==> src/rtl/ysyx_25040129_lsu_pkg.sv <==
// Shared definitions for the LSU: sideband widths, memop field layout,
// access sizes, FSM state encoding and the alignment rule.
package ysyx_25040129_lsu_pkg;

  // Sideband widths (register index and CSR address)
  localparam int unsigned RegsDig = 5;
  localparam int unsigned CsrDig  = 12;

  // memop layout: [4]=mem, [3]=store, [2]=unsigned load, [1:0]=size
  localparam int unsigned MemopW        = 5;
  localparam int unsigned MemopMem      = 4;
  localparam int unsigned MemopStore    = 3;
  localparam int unsigned MemopUnsigned = 2;

  typedef enum logic [1:0] {
    SizeByte = 2'b00,
    SizeHalf = 2'b01,
    SizeWord = 2'b10
  } mem_size_e;

  typedef enum logic [1:0] {
    StIdle = 2'b00,
    StReq  = 2'b01,
    StResp = 2'b10,
    StOut  = 2'b11
  } lsu_state_e;

  // Size code 2'b11 is treated like a word everywhere in the LSU.
  function automatic logic is_misaligned(input logic [1:0] size, input logic [1:0] addr_lo);
    logic mis;
    mis = 1'b0;
    if (size == SizeHalf) begin
      mis = addr_lo[0];
    end else if (size[1]) begin
      mis = (addr_lo != 2'b00);
    end
    return mis;
  endfunction

endpackage

==> src/rtl/ysyx_25040129_lsu_align.sv <==
// Combinational data alignment for the LSU: load extract/extend from the
// bus word and store data replication plus byte-mask generation.
module ysyx_25040129_lsu_align
  import ysyx_25040129_lsu_pkg::*;
(
  input  logic [1:0]  addr_lo,
  input  logic [1:0]  size,
  input  logic        is_unsigned,
  input  logic [31:0] rdata,
  input  logic [31:0] wdata,
  output logic [31:0] load_data,
  output logic [31:0] store_data,
  output logic [3:0]  store_mask
);

  logic [31:0] shifted;
  logic        sign_bit;

  // Load path: shift the addressed byte lane down, then extend
  always_comb begin
    shifted   = rdata >> {addr_lo, 3'b000};
    sign_bit  = 1'b0;
    load_data = rdata;
    if (size == SizeByte) begin
      sign_bit  = ~is_unsigned & shifted[7];
      load_data = {{24{sign_bit}}, shifted[7:0]};
    end else if (size == SizeHalf) begin
      sign_bit  = ~is_unsigned & shifted[15];
      load_data = {{16{sign_bit}}, shifted[15:0]};
    end
  end

  // Store path: replicate data across lanes; mask bits past lane 3 fall off
  always_comb begin
    store_data = wdata;
    store_mask = 4'b1111;
    if (size == SizeByte) begin
      store_data = {4{wdata[7:0]}};
      store_mask = 4'b0001 << addr_lo;
    end else if (size == SizeHalf) begin
      store_data = {2{wdata[15:0]}};
      store_mask = 4'b0011 << addr_lo;
    end
  end

endmodule

==> src/rtl/ysyx_25040129_lsu.sv <==
// Load/store unit between EXU and WBU. Non-memory ops pass straight to the
// output stage; memory ops issue one bus request and wait for its response.
// Optional access-fault checking is enabled with YSYX_25040129_LSU_FAULT_CHK_EN.
module ysyx_25040129_lsu
  import ysyx_25040129_lsu_pkg::*;
(
  input  logic               clock,
  input  logic               reset,
  input  logic               is_req_valid_from_exu,
  output logic               is_req_ready_to_exu,
  input  logic [31:0]        addr_in_lsu,
  input  logic [31:0]        wdata_in_lsu,
  input  logic [MemopW-1:0]  memop_in_lsu,
  input  logic [RegsDig-1:0] rd_in_lsu,
  input  logic [CsrDig-1:0]  csr_addr_in_lsu,
  input  logic               reg_write_in_lsu,
  input  logic               csr_write_in_lsu,
  output logic               is_req_valid_to_wbu,
  input  logic               is_req_ready_from_wbu,
  output logic [31:0]        result_out_lsu,
  output logic [RegsDig-1:0] rd_out_lsu,
  output logic [CsrDig-1:0]  csr_addr_out_lsu,
  output logic               reg_write_out_lsu,
  output logic               csr_write_out_lsu,
  output logic               mem_req_valid,
  input  logic               mem_req_ready,
  output logic [31:0]        mem_addr,
  output logic               mem_wen,
  output logic [31:0]        mem_wdata,
  output logic [3:0]         mem_wmask,
  input  logic               mem_resp_valid,
  input  logic [31:0]        mem_resp_data,
  input  logic               mem_resp_err
`ifdef YSYX_25040129_LSU_FAULT_CHK_EN
  ,
  output logic               fault_out_lsu
`endif
);

  lsu_state_e state_q, state_d, accept_target;

  logic               accept;
  logic               accept_fault;
  logic               fault_active;
  logic               resp_take;
  logic [31:0]        addr_q;
  logic [31:0]        wdata_q;
  logic [MemopW-1:0]  memop_q;
  logic [RegsDig-1:0] rd_q;
  logic [CsrDig-1:0]  csr_addr_q;
  logic               reg_write_q;
  logic               csr_write_q;
  logic [31:0]        result_q;
  logic [31:0]        load_data;
  logic [31:0]        store_data;
  logic [3:0]         store_mask;
  logic               unused_memop_mem;

  assign accept    = is_req_valid_from_exu & is_req_ready_to_exu;
  assign resp_take = (state_q == StResp) & mem_resp_valid;

  // The mem bit only steers the FSM at accept time; the latched copy is unused.
  assign unused_memop_mem = memop_q[MemopMem];

`ifdef YSYX_25040129_LSU_FAULT_CHK_EN
  logic fault_q;

  assign accept_fault = memop_in_lsu[MemopMem]
                      & is_misaligned(memop_in_lsu[1:0], addr_in_lsu[1:0]);
  assign fault_active = fault_q;
  assign fault_out_lsu = is_req_valid_to_wbu & fault_q;

  // Fault flag: set on a misaligned accept or an erroring response
  always_ff @(posedge clock or posedge reset) begin
    if (reset) begin
      fault_q <= 1'b0;
    end else if (accept) begin
      fault_q <= accept_fault;
    end else if (resp_take && mem_resp_err) begin
      fault_q <= 1'b1;
    end
  end
`else
  logic unused_resp_err;

  assign accept_fault    = 1'b0;
  assign fault_active    = 1'b0;
  assign unused_resp_err = mem_resp_err;
`endif

  ysyx_25040129_lsu_align u_align (
    .addr_lo     (addr_q[1:0]),
    .size        (memop_q[1:0]),
    .is_unsigned (memop_q[MemopUnsigned]),
    .rdata       (mem_resp_data),
    .wdata       (wdata_q),
    .load_data   (load_data),
    .store_data  (store_data),
    .store_mask  (store_mask)
  );

  // State register
  always_ff @(posedge clock or posedge reset) begin
    if (reset) begin
      state_q <= StIdle;
    end else begin
      state_q <= state_d;
    end
  end

  // Next-state: a faulting access bypasses the bus entirely
  always_comb begin
    accept_target = (memop_in_lsu[MemopMem] && !accept_fault) ? StReq : StOut;
    state_d       = state_q;
    unique case (state_q)
      StIdle: if (is_req_valid_from_exu) state_d = accept_target;
      StReq:  if (mem_req_ready) state_d = StResp;
      StResp: if (mem_resp_valid) state_d = StOut;
      StOut: begin
        if (is_req_ready_from_wbu) begin
          state_d = is_req_valid_from_exu ? accept_target : StIdle;
        end
      end
      default: state_d = StIdle;
    endcase
  end

  // Outputs: everything keyed off state so reset clears them at once
  always_comb begin
    is_req_ready_to_exu = ~reset & ((state_q == StIdle) |
                                    ((state_q == StOut) & is_req_ready_from_wbu));
    is_req_valid_to_wbu = (state_q == StOut);
    mem_req_valid       = (state_q == StReq);
    mem_addr            = mem_req_valid ? addr_q : 32'h0;
    mem_wen             = mem_req_valid & memop_q[MemopStore];
    mem_wdata           = mem_wen ? store_data : 32'h0;
    mem_wmask           = mem_wen ? store_mask : 4'h0;
    result_out_lsu      = result_q;
    rd_out_lsu          = rd_q;
    csr_addr_out_lsu    = csr_addr_q;
    reg_write_out_lsu   = is_req_valid_to_wbu & reg_write_q & ~fault_active;
    csr_write_out_lsu   = is_req_valid_to_wbu & csr_write_q;
  end

  // Operand latch; loads overwrite the result when the response lands
  always_ff @(posedge clock or posedge reset) begin
    if (reset) begin
      addr_q      <= 32'h0;
      wdata_q     <= 32'h0;
      memop_q     <= '0;
      rd_q        <= '0;
      csr_addr_q  <= '0;
      reg_write_q <= 1'b0;
      csr_write_q <= 1'b0;
      result_q    <= 32'h0;
    end else if (accept) begin
      addr_q      <= addr_in_lsu;
      wdata_q     <= wdata_in_lsu;
      memop_q     <= memop_in_lsu;
      rd_q        <= rd_in_lsu;
      csr_addr_q  <= csr_addr_in_lsu;
      reg_write_q <= reg_write_in_lsu;
      csr_write_q <= csr_write_in_lsu;
      result_q    <= addr_in_lsu;
    end else if (resp_take && !memop_q[MemopStore]) begin
      result_q    <= load_data;
    end
  end

endmodule

==> config.mk <==
export PLATFORM = sky130hd
export DESIGN_NAME = ysyx_25040129_lsu
export DESIGN_NICKNAME = d
export VERILOG_FILES = /design/src/rtl/ysyx_25040129_lsu_pkg.sv /design/src/rtl/ysyx_25040129_lsu_align.sv /design/src/rtl/ysyx_25040129_lsu.sv
export SDC_FILE = /design/constraint.sdc
export NUM_CORES = 1
export LEC_CHECK = 0
export CAP_MARGIN = 30
export CORE_MARGIN = 4
export CORE_UTILIZATION = 25
export DETAILED_ROUTE_END_ITERATION = 6
export PLACE_DENSITY = 0.62
export SYNTH_ARGS = -nofsm -noshare
export SYNTH_HDL_FRONTEND = slang
export SYNTH_SLANG_ARGS = --single-unit
==> constraint.sdc <==
create_clock -name clock -period 4.9 [get_ports clock]
set_input_delay 0.735 -clock clock [delete_from_list [all_inputs] [get_ports clock]]
set_output_delay 0.735 -clock clock [all_outputs]
set_load 0.005 [all_outputs]
==> metrics.yaml, run 1 <==
nets: 1095
gp_congestion: 0.767
crit_type: "reg2out"
min_from: "addr_q[8]"
grt_usage_pct: 16.4
place_hpwl_mm: 15.9
max_slew_margin_pct: 42.8
cts_resized: 0
numCtsBuffers: 17
insertedDiodeCount: 0
worstPathMaxFanout: 34
hold_path_end: "addr_q[8]"
avgRoutedWirePerCell_um: 17.4
cellLeakagePower_nw: 4.25
layout-drive-gt1-share_pct: 5.53
synth.distinct_cells: 41
syn_area_per_cell_um2: 8.33
cts_root_buf: "clkbuf_16"
finalClockSkew_ns: 0.0149
hold_viol_final: 0
antenna_found_initial: 0
synth_warnings: 0
dr.pass1.iters: 4
ys_seq_area_share_pct: 49.2
finalCritPeriodShare_pct: 68.0
slew_viol_final: 0
ys.flop_type: "dfrtp_1"
r2r_cells: 4
synthArstFlopShare_pct: 100
dp_slack_ns: 1.63
final_antenna_net_count: 0
min_path_cells: 2
grt_setup_unrepaired: "no"
crit_arrival_ns: 2.60
cts_sinks: 121
cts.clk_slew.worst_paths_ns: 0.06
grt_max_degree: 69
num_rows: 57
ir_drop_mv: 0.208
start_util_pct: 25.4
layout_min_cycle_time_ns: 3.33
overflow: 0
dieWidth_um: 165
synth_nets: 870
cap_viol_max_count: 0
tightest_slew_ns: 0.858
final-setup-viol-count: 0
fill_cells: 2497
reg2reg_to: "result_out_lsu[5]"
fin_ws_ns: 1.57
htree_levels: 4
vias: 5865
synth_edf_count: 0
synthCells: 739
grt_pass1_vias: 5853
hold_buffers: 0
endpoint_kind: "output port"
hold_path_class: "reg2reg"
fp.coreArea_mm2: 0.0242
p_per_area_mw_per_mm2: 578
worstReg2RegStart: "memop_q[1]"
rrSetupSlack_ns: 2.71
ys_seq_elements: 121
drtIter0Drc: 344
max-clock-path-buffers: 2
final_core_util_pct: 39.2
vias_per_cell: 4.51
cts_tree: "yes"
drt_drc_violations_left: 0
finalWirelength_mm: 22.6
die_area_mm2: 0.0272
cp-start-kind: "flip-flop"
worstSkewPairLatency_ns: 0.42
tns_ns: 0
cp.required_ns: 4.16
place.port_buffers: 248
outcome: "finished, final reports clean"
syn_area_mm2: 0.00615
grt_first_pass_wirelength_mm: 34.4
ios: 250
post_cts_buffers: 0
fmax_mhz: 300
areaGrowthSynthToFinish_pct: 54.6
dieHeight_um: 165
## synthesized netlist by cell type (2+ instances only)
cell / n / share of area (%)
ha_1: 4 / 0.81
nand3_1: 9 / 0.73
nand2_1: 273 / 17
inv_1: 8 / 0.49
clkbuf_1: 34 / 2.1
nand2b_1: 2 / 0.20
o211ai_1: 8 / 0.98
o21ai_0: 40 / 3.3
nor2_1: 40 / 2.4
mux2i_1: 20 / 3.3
a21oi_1: 32 / 2.6
nand3b_1: 14 / 1.7
buf_1: 5 / 0.30
dfrtp_1: 121 / 49
and2_1: 49 / 5.0
and3_1: 11 / 1.1
o22ai_1: 5 / 0.51
buf_2: 11 / 0.89
a31oi_1: 9 / 0.91
a2bb2oi_1: 18 / 2.6
o311a_1: 5 / 0.81
o221ai_1: 2 / 0.28
## how the worst max path moves through the flow
stage	startpoint	endpoint	slack (ns)	depth (start not counted)
5_1_grt	memop_q[1]	mem_wmask[3]	1.36	4
3_3_place_gp	reset	wdata_q[4]	1.66	6
2_1_floorplan	reset	memop_q[0]	0.19	6
6_report	memop_q[1]	mem_wmask[2]	1.57	4
3_5_place_dp	reset	wdata_q[6]	1.63	6
4_1_cts	addr_q[1]	mem_wmask[2]	1.25	5
## area by class of cell
class | count | area [um^2] | area share, %
Clock buffer | 17 | 425 | 4.47
Clock inverter | 15 | 118 | 1.24
Inverter | 8 | 35.0 | 0.368
Multi-Input combinational cell | 557 | 2880 | 30.2
Sequential cell | 121 | 3030 | 31.8
Tap cell | 324 | 405 | 4.26
Timing Repair Buffer | 259 | 2630 | 27.6
## where the power goes
group / switching [mW] / leakage, nW / internal, mW
Sequential: 0.392 / 1.49 / 1.51
Clock: 0.529 / 0.265 / 0.656
Combinational: 1.13 / 2.49 / 1.28
## flip-flops by register name, indices dropped and copies added (netlist names)
register	count
addr_q	32
memop_q	4
csr_addr_out_lsu	12
wdata_q	32
state_q	2
csr_write_q	1
rd_out_lsu	5
result_out_lsu	32
reg_write_q	1
## through the flow
| step | cells | hold slack [ns] | area, um^2 | power, mW |
|---|---|---|---|---|
| 6_report | 1301 | 0.466 | 9520 | 5.50 |
| 3_5_place_dp | 1268 | 0.454 | 8940 | 4.34 |
| 2_1_floorplan | 739 | 0.437 | 6150 | 3.11 |
| 5_1_grt | 1301 | 0.487 | 9520 | 5.95 |
| 3_3_place_gp | 1266 | 0.450 | 8890 | 4.28 |
| 4_1_cts | 1300 | 0.469 | 9490 | 5.56 |
## cells in the final DEF (no fill, tap or decap), drive strengths merged, types with 2 or more instances in the layout
cell type | netlist | layout
a31oi | 9 | 9
clkinv | 0 | 7
nand2b | 2 | 2
inv | 8 | 14
a2bb2oi | 18 | 18
o221ai | 2 | 2
nand3b | 14 | 14
buf | 18 | 11
ha | 4 | 4
and3 | 11 | 11
nand2 | 273 | 273
o311a | 5 | 5
dfrtp | 121 | 121
nor2 | 40 | 40
mux2i | 20 | 20
clkbuf | 35 | 17
clkinvlp | 0 | 2
a21oi | 32 | 32
and2 | 50 | 50
o21ai | 41 | 41
clkdlybuf4s50 | 0 | 248
o211ai | 8 | 8
nand3 | 9 | 9
o22ai | 5 | 5
## critical path, stage by stage (launching register included)
cell	delay [ns]
dfrtp_2	0.78
buf_4	0.44
inv_1	0.19
a21oi_1	0.21
clkdlybuf4s50_1	0.56
## cell families after synthesis
| kind of cell | Yosys count | share of synthesized area [%] |
|---|---|---|
| AOI/OAI and AO/OA | 128 | 13.4 |
| DFF | 121 | 49.2 |
| muxes | 21 | 3.62 |
| adders and majority gates | 4 | 0.813 |
| and+or+nand+nor | 404 | 28.7 |
| buffers and inverters | 61 | 4.29 |
## layer usage
metal,GRT usage [%],vias to the layer above,share of wire (%)
li1,-,2900,-
met3,5.44,19,8.5
met1,21.6,2746,44
met2,25.6,200,46
met4,5.14,0,1.5
met5,0,-,0
Power figures use the tool's default switching activity.
==> run 2: changes to the inputs <==
==> constraint.sdc (replaced) <==
create_clock -name clock -period 3.26 [get_ports clock]
set_input_delay 0.489 -clock clock [delete_from_list [all_inputs] [get_ports clock]]
set_output_delay 0.489 -clock clock [all_outputs]
set_load 0.005 [all_outputs]
==> run 2 against run 1 <==
Count of clock-buffer cells in the layout did not move. Clock power rose by 60%. Via count rose by 0.87%. Hold slack got worse by 0.090 ns. Global-route usage rose by 0.082 points. Total power rose by 53%. Combinational power rose by 53%. Wire length rose by 0.57%. Non-clock buffer count rose by 3.
==> metrics.yaml, run 2 (same netlist as run 1, synthesis figures left out) <==
vias: 5916
cts_resized: 0
critPathMaxStageDelay_ns: 0.64
outcome: "finished, final reports clean"
cts.clk_slew.worst_paths_ns: 0.06
final_cell_area_mm2: 0.00956
gp_congestion: 0.785
antenna_found_initial: 0
hold_viol_final: 0
place_hpwl_mm: 15.9
place.port_buffers: 248
dieWidth_um: 165
max-clock-path-buffers: 2
cp.required_ns: 2.77
p_per_area_mw_per_mm2: 879
cap_viol_max_count: 0
overflow: 0
hold_path_class: "in2async"
fp.coreArea_mm2: 0.0242
placed_cell_area_mm2: 0.00898
slew_viol_final: 0
hold_buffers: 0
nets: 1098
fill_cells: 2520
grt_setup_unrepaired: "no"
layout_min_cycle_time_ns: 2.94
grt_first_pass_wirelength_mm: 34.5
drtIter0Drc: 277
ios: 250
final_antenna_net_count: 0
finalCritPeriodShare_pct: 90.3
grt_max_degree: 121
grt_usage_pct: 16.5
finalWirelength_mm: 22.8
worstSkewPairLatency_ns: 0.41
avgRoutedWirePerCell_um: 17.4
final_common_cell: "nand2_1"
drt_drc_violations_left: 0
regArea_mm2: 0.00303
total_power_mw: 8.40
cts_tree: "yes"
areaGrowthSynthToFinish_pct: 55.3
worst-path-buf-inv: 1
cellLeakagePower_nw: 4.27
worstPathMaxFanout: 18
dr.pass1.iters: 4
final-setup-viol-count: 0
start_util_pct: 25.4
die_area_mm2: 0.0272
cts_sinks: 121
dp_cells: 1272
slowest_stage: "dfrtp_1"
htree_levels: 4
ir_drop_mv: 0.339
path_delay_family: "simple AND/OR/NAND/NOR gates"
endpoint_kind: "output port"
multi_input_area_mm2: 0.00289
num_rows: 57
vias_per_cell: 4.53
post_cts_buffers: 0
layout-drive-gt1-share_pct: 6.02
cts_root_buf: "clkbuf_16"
grt_pass1_vias: 6011
finalClockSkew_ns: 0.00732
final_core_util_pct: 39.4
crit_type: "reg2out"
path_cells: "nor2_1, nand2_1, a21oi_1, clkdlybuf4s50_1"
final_cell_mix: "nand2_1, clkdlybuf4s50_1, dfrtp_1, and2_1, nor2_1"
numCtsBuffers: 17
crit_arrival_ns: 2.46
max_slew_margin_pct: 48.7
tightest_slew_ns: 0.769
cp-start-kind: "flip-flop"
fin_cells: 1305
fmax_mhz: 340
dieHeight_um: 165
## run 2: cell types whose count changed in the layout (fill, tap and decap cells not counted), sizes merged
cell | previous run | this run
inv | 14 | 10
bufinv | 0 | 2
diode | 0 | 1
buf | 11 | 14
clkinvlp | 2 | 4
## run 2: worst paths after layout
kind	from	endpoint	slack (ns)	depth (start not counted)
worst min register to register	addr_q[16]	addr_q[16]	0.46	2
max in group asynchronous	reset	memop_q[1]	1.88	3
min in group clock	addr_q[16]	addr_q[16]	0.46	2
worst max register to register	addr_q[0]	result_out_lsu[22]	1.11	5
worst max-delay path	memop_q[0]	mem_wdata[10]	0.32	4
worst min-delay path	reset	state_q[0]	0.38	2
## run 2: cell type report
class	count	share of cell area [%]
Sequential cell	121	31.7
Antenna cell	1	0.0262
Clock buffer	17	4.45
Tap cell	324	4.24
Multi-Input combinational cell	557	30.2
Clock inverter	15	1.58
Timing Repair Buffer	262	27.5
Inverter	8	0.353
## run 2: through the flow
| stage | hold slack [ns] | TNS, ns | setup slack (ns) |
|---|---|---|---|
| floorplan | 0.434 | -19.06 | -0.198 |
| global placement | 0.449 | 0 | 0.744 |
| detailed placement | 0.455 | 0 | 0.734 |
| CTS | 0.345 | 0 | 0.270 |
| global route | 0.361 | 0 | 0.113 |
| finish | 0.376 | 0 | 0.315 |
## run 2: power breakdown
part	internal (mW)	switching, mW	leakage [nW]
sequential	2.27	0.543	1.49
combinational	1.93	1.77	2.50
clock	1.13	0.761	0.280
## run 2: per-layer routing
metal / vias up / part of all wire [%] / track usage [%]
li1: 2895 / - / -
met1: 2806 / 45 / 21.6
met2: 198 / 46 / 26.5
met3: 17 / 8.3 / 5.52
met4: 0 / 1.4 / 4.05
met5: - / 0 / 0
